===== src/rtl/speed_cmd_scheduler.sv =====
// Speed command scheduler: merges held push-buttons (with auto-repeat) and a valid/ready
// command port into rate-limited, saturation-checked single-cycle divider pulses.
module speed_cmd_scheduler #(
    parameter int unsigned STEP         = 3,
    parameter logic [31:0] MIN_DIV      = 32'd16,
    parameter logic [31:0] MAX_DIV      = 32'd65535,
    parameter int unsigned REPEAT_DELAY = 12_500_000,
    parameter int unsigned REPEAT_RATE  = 2_500_000,
    parameter int unsigned HOLDOFF      = 4
) (
    input  logic        clk,
    input  logic        reset,
    input  logic        btn_up,
    input  logic        btn_down,
    input  logic        btn_rst,
    input  logic        cmd_valid,
    input  logic [1:0]  cmd_code,
    output logic        cmd_ready,
    input  logic [31:0] div_count,
    output logic        speed_up,
    output logic        speed_down,
    output logic        speed_reset,
    output logic        sat_drop
);
    localparam int unsigned TMR_MAX = (REPEAT_DELAY > REPEAT_RATE) ? REPEAT_DELAY : REPEAT_RATE;
    localparam int unsigned TMR_W   = (TMR_MAX > 1) ? $clog2(TMR_MAX) : 1;
    localparam int unsigned HO_W    = $clog2(HOLDOFF + 1);
    localparam int unsigned CMP_W   = 33;

    localparam logic [1:0] CODE_NOP  = 2'b00;
    localparam logic [1:0] CODE_UP   = 2'b01;
    localparam logic [1:0] CODE_DOWN = 2'b10;
    localparam logic [1:0] CODE_RST  = 2'b11;

    localparam logic [TMR_W-1:0] DELAY_LOAD = TMR_W'(REPEAT_DELAY - 1);
    localparam logic [TMR_W-1:0] RATE_LOAD  = TMR_W'(REPEAT_RATE - 1);
    localparam logic [HO_W-1:0]  HO_LOAD    = HO_W'(HOLDOFF);
    localparam logic [CMP_W-1:0] UP_FLOOR   = CMP_W'(MIN_DIV) + CMP_W'(STEP);
    localparam logic [CMP_W-1:0] DOWN_CEIL  = CMP_W'(MAX_DIV);

    typedef enum logic [1:0] {
        ST_IDLE,
        ST_DELAY,
        ST_REPEAT
    } btn_state_t;

    btn_state_t       state_q, state_d;
    logic [1:0]       cur_q, cur_d;
    logic [TMR_W-1:0] tmr_q, tmr_d;
    logic             cur_held;
    logic             btn_evt;
    logic [1:0]       evt_code;

    logic             pend_btn_q, pend_btn_d;
    logic [1:0]       pend_btn_code_q, pend_btn_code_d;
    logic             pend_cmd_q, pend_cmd_d;
    logic [1:0]       pend_cmd_code_q, pend_cmd_code_d;
    logic [HO_W-1:0]  hold_q, hold_d;
    logic             rr_cmd_q, rr_cmd_d;
    logic             up_d, down_d, rst_d, sat_d;

    logic             pb_v, pc_v, use_cmd, up_ok, down_ok;
    logic [1:0]       pb_c, pc_c, win_c;

    assign cur_held = (cur_q == CODE_RST) ? btn_rst :
                      (cur_q == CODE_UP)  ? btn_up  : btn_down;

    // Button sequencer: first press, hold delay, then periodic auto-repeat (reset never repeats)
    always_comb begin
        state_d  = state_q;
        cur_d    = cur_q;
        tmr_d    = tmr_q;
        btn_evt  = 1'b0;
        evt_code = cur_q;
        case (state_q)
            ST_IDLE: begin
                if (btn_rst | btn_up | btn_down) begin
                    cur_d    = btn_rst ? CODE_RST : (btn_up ? CODE_UP : CODE_DOWN);
                    evt_code = cur_d;
                    btn_evt  = 1'b1;
                    tmr_d    = DELAY_LOAD;
                    state_d  = ST_DELAY;
                end
            end
            ST_DELAY: begin
                if (!cur_held) begin
                    state_d = ST_IDLE;
                end else if (tmr_q == '0) begin
                    if (cur_q != CODE_RST) begin
                        btn_evt = 1'b1;
                        tmr_d   = RATE_LOAD;
                        state_d = ST_REPEAT;
                    end
                end else begin
                    tmr_d = tmr_q - TMR_W'(1);
                end
            end
            ST_REPEAT: begin
                if (!cur_held) begin
                    state_d = ST_IDLE;
                end else if (tmr_q == '0) begin
                    btn_evt = 1'b1;
                    tmr_d   = RATE_LOAD;
                end else begin
                    tmr_d = tmr_q - TMR_W'(1);
                end
            end
            default: state_d = ST_IDLE;
        endcase
    end

    // Issue select: same-cycle events bypass the pending slots so an uncontested request pulses next cycle
    always_comb begin
        pb_v    = pend_btn_q | btn_evt;
        pb_c    = pend_btn_q ? pend_btn_code_q : evt_code;
        pc_v    = pend_cmd_q | (cmd_valid & cmd_ready & (cmd_code != CODE_NOP));
        pc_c    = pend_cmd_q ? pend_cmd_code_q : cmd_code;
        up_ok   = {1'b0, div_count} >= UP_FLOOR;
        down_ok = ({1'b0, div_count} + CMP_W'(STEP)) <= DOWN_CEIL;
        use_cmd = 1'b0;
        win_c   = CODE_NOP;

        pend_btn_d      = pb_v;
        pend_btn_code_d = pb_c;
        pend_cmd_d      = pc_v;
        pend_cmd_code_d = pc_c;
        rr_cmd_d        = rr_cmd_q;
        hold_d          = (hold_q != '0) ? hold_q - HO_W'(1) : hold_q;
        up_d            = 1'b0;
        down_d          = 1'b0;
        rst_d           = 1'b0;
        sat_d           = 1'b0;

        if ((hold_q == '0) && (pb_v | pc_v)) begin
            if ((pb_v && pb_c == CODE_RST) || (pc_v && pc_c == CODE_RST)) begin
                rst_d      = 1'b1;
                pend_btn_d = 1'b0;
                pend_cmd_d = 1'b0;
                hold_d     = HO_LOAD;
            end else begin
                use_cmd = pc_v & (~pb_v | rr_cmd_q);
                if (pb_v & pc_v) begin
                    rr_cmd_d = ~rr_cmd_q;
                end
                win_c = use_cmd ? pc_c : pb_c;
                if (use_cmd) begin
                    pend_cmd_d = 1'b0;
                end else begin
                    pend_btn_d = 1'b0;
                end
                if (win_c == CODE_UP) begin
                    up_d  = up_ok;
                    sat_d = ~up_ok;
                end else begin
                    down_d = down_ok;
                    sat_d  = ~down_ok;
                end
                if (up_d | down_d) begin
                    hold_d = HO_LOAD;
                end
            end
        end
    end

    always_ff @(posedge clk) begin
        if (reset) begin
            state_q         <= ST_IDLE;
            cur_q           <= CODE_NOP;
            tmr_q           <= '0;
            pend_btn_q      <= 1'b0;
            pend_btn_code_q <= CODE_NOP;
            pend_cmd_q      <= 1'b0;
            pend_cmd_code_q <= CODE_NOP;
            hold_q          <= '0;
            rr_cmd_q        <= 1'b0;
            cmd_ready       <= 1'b0;
            speed_up        <= 1'b0;
            speed_down      <= 1'b0;
            speed_reset     <= 1'b0;
            sat_drop        <= 1'b0;
        end else begin
            state_q         <= state_d;
            cur_q           <= cur_d;
            tmr_q           <= tmr_d;
            pend_btn_q      <= pend_btn_d;
            pend_btn_code_q <= pend_btn_code_d;
            pend_cmd_q      <= pend_cmd_d;
            pend_cmd_code_q <= pend_cmd_code_d;
            hold_q          <= hold_d;
            rr_cmd_q        <= rr_cmd_d;
            cmd_ready       <= ~pend_cmd_d;
            speed_up        <= up_d;
            speed_down      <= down_d;
            speed_reset     <= rst_d;
            sat_drop        <= sat_d;
        end
    end
endmodule


===== config.mk =====
export PLATFORM = sky130hd
export DESIGN_NAME = speed_cmd_scheduler
export DESIGN_NICKNAME = d
export VERILOG_FILES = /design/src/rtl/speed_cmd_scheduler.sv
export SDC_FILE = /design/constraint.sdc
export NUM_CORES = 1
export LEC_CHECK = 0
export ABC_AREA = 0
export CORE_MARGIN = 2
export CORE_UTILIZATION = 33
export CTS_BUF_LIST = sky130_fd_sc_hd__clkbuf_16
export DETAILED_ROUTE_END_ITERATION = 6
export GPL_TIMING_DRIVEN = 0
export SYNTH_ARGS = -nofsm -noshare
export SYNTH_HDL_FRONTEND = slang
export SYNTH_SLANG_ARGS = --single-unit

===== constraint.sdc =====
create_clock -name clk -period 4.8 [get_ports clk]
set_input_delay 0.72 -clock clk [delete_from_list [all_inputs] [get_ports clk]]
set_output_delay 0.72 -clock clk [all_outputs]
set_load 0.02 [all_outputs]

Yosys cells after proc, flatten, opt, wreduce, memory -nomap -nowiden. Index checks and enable logic that the tools add are counted.

Register bits: 43.

Add/subtract/negate cells: 3. Eq/ne operators: 15. Muxes and demuxes: 47. Bitwise gates (word level): 18. Reductions and logical operators: 15. Magnitude comparators: 2.

Operators with widths (count): two-way mux 24 bit (6); case mux 24 bit (3 select lines) (1); adder 32 x 2 -> 33 bit, second input constant (1); <= comparator 33 x 16 -> 1 bit, second input constant (1); greater-or-equal comparator 32 x 5 -> 1 bit, second input constant (1); logical NOT 24 bit (1); two-way mux 2 bit (12); subtractor 24 x 1 -> 24 bit, second input constant (1); two-way mux 1 bit (22); two-way mux 3 bit (4); != test 2 bit, second input constant (5); != test 3 bit, second input constant (3); equality test 2 bit, second input constant (4); inverter 1 bit (7); OR 1 bit (7); equality test 2 x 1 -> 1 bit, second input constant (3); case mux 2 bit (3 select lines) (1); nonzero test 3 bit (2); AND reduction 5 bit (1); bitwise AND 1 bit (4); AND reduction 4 bit (1); logical AND 1 bit (3); logical NOT 3 bit (1); case mux 1 bit (3 select lines) (1); other kinds (7) (7).

Logic depth before layout (Yosys ltp).
Depth after elaboration: 18. Depth in mapped cells: 11. Depth with buffers taken out: 10.

Worst setup path after synthesis. No wires, ideal clock.

Path kind: input to register. From: input div_count[3]. To: register sat_drop. Slack: 1793 ps. Buffers on the path: 1. Stages: 8. Required time: 4684 ps. Arrival time: 2892 ps. Path through: clkbuf_2 > o2111a_2 > nand3_2 > or3_4 > o31a_1 > or4_1 > or3_4 > and3b_1.

Cells in the longest elaborated chain, start to end: 4. Elaborated cells on any way between the ends: 6.

Ends and longest elaborated chain: from (decl) (line 19) `input logic [31:0] div_count,`; adder 32 x 2 -> 33 bit (line 119) `down_ok = ({1'b0, div_count} + CMP_W'(STEP)) <= DOWN_CEIL;`; <= comparator 33 x 16 -> 1 bit (line 119); inverter 1 bit (line 156) `sat_d = ~down_ok;`; two-way mux 1 bit (*) (line 151) `if (win_c == CODE_UP) begin`; to (signal assigned) (line 195) `sat_drop <= sat_d;`; to (decl) (line 23) `output logic sat_drop`.

Every way passes the cells marked *; elsewhere a longest branch is shown, timed or not. A chain may end at the register's enable or synchronous reset.

Worst setup path in the final report.
From: input div_count[0]. To: register sat_drop.

Same word-level chain as after synthesis.

==> results.toml <==
[outcome]
status = "finished, final reports clean"

[power]
p_total_mw = 1.72
combPwrFrac_pct = 46.1
p_int_mw = 1.03
switching_share_pct = 39.9
p_per_area_nw_per_um2 = 455
power_switching_mw = 0.688
p_leak_nw = 1.35
pwr-share-seq_pct = 31.8
ir_drop_mv = 0.157
p_clk_share_pct = 22.1

[clock_network]
cts_max_level = 2
post_cts_buffers = 0
holdBufCountCts = 0
path_clk_slew_ps = 60
cts_tree = "done"
clockBufferDepth = 2
numCtsBuffers = 5
clk_latency_ps = 280
postCtsResizedCells = 0
root_buffer = "clkbuf_16"
cts_sinks = 43

[die]
dieHeight_um = 101
start_util_pct = 33.6
io_pins = 45
design.core.area_um2 = 9150
die_w_um = 101
rows = 35
dieArea_um2 = 10100

[route]
wl_met3_um = 439
wl_met1_mm = 3.65
viasPerCell = 5.66
wirelength_mm = 8.13
ant_nets = 0
drc_errors = 0
wl_per_cell_um = 14.5
route.vias.total = 3166
drtIter0Drc = 132
wl_met2_mm = 3.90
dr.max_layer_used = "met4"
drt_pass1_iterations = 4

[timing]
fin_tns_setup_ps = 0
hold_viol = 0
period_share_pct = 73.1
slew_headroom_pct = 58.0
final-max-slew-violation-count = 0
rsz0062_at_grt = "no"
layout_min_cycle_time_ps = 3510
finClkSkew_ps = 4.52
worst_pin_slew_ps = 627
setup_viol = 0
achievable-frequency_mhz = 285
timing.hold.ws_ps = 485

[logic_synthesis]
ys_seq_elements = 43
synthCells = 399
yosys_most_used_dff = "dfxtp_1"
synthDistinctLibCells = 61
synth_area_per_cell_um2 = 7.70
yosys_warnings = 0
ys_seq_area_share_pct = 28.0
synth-edff-count = 0
syn_nets = 451
async_reset_ff_share_pct = 0
synth.cell_area_um2 = 3070

[grt]
grt_use_total_pct = 16.7
gr-total-overflow = 0
grt_max_degree = 14
grt_pass1_vias = 3073
grt_pass1_wl_mm = 13.8
antenna_found_initial = 0

[setup_path]
worstPathMaxFanout = 6
cp_num_buf_inv = 2
cp_slowest_cell = "clkdlybuf4s50_1"
required_ps = 4980
crit_path_start_kind = "primary input"
crit_type = "in -> reg"
worst_path_dominant_cell_family = "simple AND/OR/NAND/NOR gates"
arrival_ps = 3690
cp-end-kind = "flop"
slowest_delay_ps = 550
path_cells = "clkdlybuf4s50_1 > inv_1 > ha_1 > nand4b_1 > nor4_1 > mux2_2 > nand4_1 > or4_1 > or3_4 > and3b_1"

[flow_run]
drv_cap = 0

[placed_design]
dpl.hpwl_mm = 6.27
placed_cells = 551
portBuffers = 41
place_congestion = 0.896

[cells_and_area]
final_nets = 499
antenna_cells = 0
drive_above_1_share_pct = 5.80
fin_util_pct = 41.4
area_delta_synth_final_pct = 23.2
final_cells = 559

[min_path]
hold_path.class = "reg -> reg"
## layer usage
layer | vias up | global-route usage [%]
met2 | 81 | 28.7
met5 | - | 0
met1 | 1505 | 21.0
met3 | 10 | 2.98
li1 | 1570 | -
met4 | 0 | 5.69
## through the flow
| step | setup WS, ps | area, um^2 |
|---|---|---|
| 6_report | 1290 | 3790 |
| 5_1_grt | 1110 | 3790 |
| 4_1_cts | 1280 | 3790 |
| 3_5_place_dp | 981 | 3620 |
| 3_3_place_gp | 1050 | 3620 |
| 2_1_floorplan | 1790 | 3070 |
## kinds of logic (layout without fill, tap and decap cells)
kind of cell	after synthesis	in the layout	synth area share, %
AO/OA/AOI/OAI	88	88	19.4
XOR/XNOR	18	18	5.13
adder cells (fa/ha/maj)	12	12	4.88
buffers and inverters	31	80	3.87
flip-flops	43	43	28.0
multiplexers	6	6	2.04
AND/OR/NAND/NOR	201	201	36.7
## state kept, by name, indices dropped and copies added, names as in the netlist
name             count
tmr_q               24
hold_q               3
cur_q                2
pend_btn_code_q      2
pend_cmd_code_q      2
state_q              2
cmd_ready            1
pend_btn_q           1
pend_cmd_q           1
rr_cmd_q             1
sat_drop             1
speed_down           1
speed_reset          1
speed_up             1
## area by class of cell
type | count | area, um^2
plain buffers | 14 | 55.1
clock inverters | 3 | 38.8
inverters | 17 | 63.8
fillers | 956 | 5370
multi-input cells | 325 | 2090
well taps | 111 | 139
repair buffers | 41 | 410
clock buffers | 5 | 125
flip-flops and latches | 43 | 861
## tightest hold or removal path: cells and delay by family, from the launching register on
family | cells | cell delay, ps
AO/OA/AOI/OAI | 2 | 120
flip-flops | 1 | 320
## power groups by stage
stage,clock network [mW],logic [mW],registers (mW)
2_1_floorplan,0,0.574,0.545
3_3_place_gp,0,0.778,0.548
3_5_place_dp,0,0.791,0.553
4_1_cts,0.391,0.796,0.546
5_1_grt,0.403,0.892,0.563
6_report,0.380,0.795,0.548
## cells in the mapped netlist (all sizes together) (4+ instances only)
master | instances | area (um^2)
a211oi | 6 | 45.0
a21oi | 24 | 120
a311oi | 6 | 58.8
a31oi | 6 | 37.5
and2 | 5 | 31.3
and3 | 5 | 31.3
clkbuf | 13 | 50.0
dfxtp | 43 | 861
ha | 12 | 150
inv | 17 | 63.8
mux2i | 4 | 40.0
nand2 | 37 | 139
nand2b | 6 | 37.5
nand3 | 14 | 75.1
nand3b | 4 | 30.0
nand4 | 8 | 65.1
nor2 | 44 | 165
nor2b | 6 | 37.5
nor3 | 16 | 91.3
nor3b | 5 | 37.5
nor4 | 18 | 119
o21ai | 18 | 90.1
o31ai | 4 | 30.0
or3 | 15 | 109
xnor2 | 13 | 114
xor2 | 5 | 43.8
## final timing paths
check	startpoint	depth (start not counted)	to	slack (ps)
setup / recovery	div_count[0]	10	sat_drop	1290
hold / removal	tmr_q[20]	2	tmr_q[20]	480
setup reg to reg	tmr_q[8]	8	sat_drop	1810
hold reg to reg	tmr_q[20]	2	tmr_q[20]	480
## placed cells by master, fill, tap and decap left out, types with 6 or more instances in the layout
| cell type | netlist | layout |
|---|---|---|
| nand4_1 | 7 | 7 |
| a211oi_1 | 6 | 6 |
| nand3_1 | 13 | 13 |
| nor4_1 | 17 | 17 |
| dfxtp_1 | 43 | 43 |
| or3_1 | 12 | 12 |
| nand2_1 | 37 | 37 |
| nor3_1 | 15 | 15 |
| nor2_1 | 44 | 44 |
| clkbuf_1 | 12 | 12 |
| a31oi_1 | 6 | 6 |
| inv_1 | 17 | 17 |
| a21oi_1 | 24 | 24 |
| nand2b_1 | 6 | 6 |
| clkdlybuf4s50_1 | 0 | 41 |
| ha_1 | 12 | 12 |
| xnor2_1 | 13 | 13 |
| o21ai_0 | 18 | 18 |
| nor2b_1 | 6 | 6 |
Power figures use the tool's default switching activity.
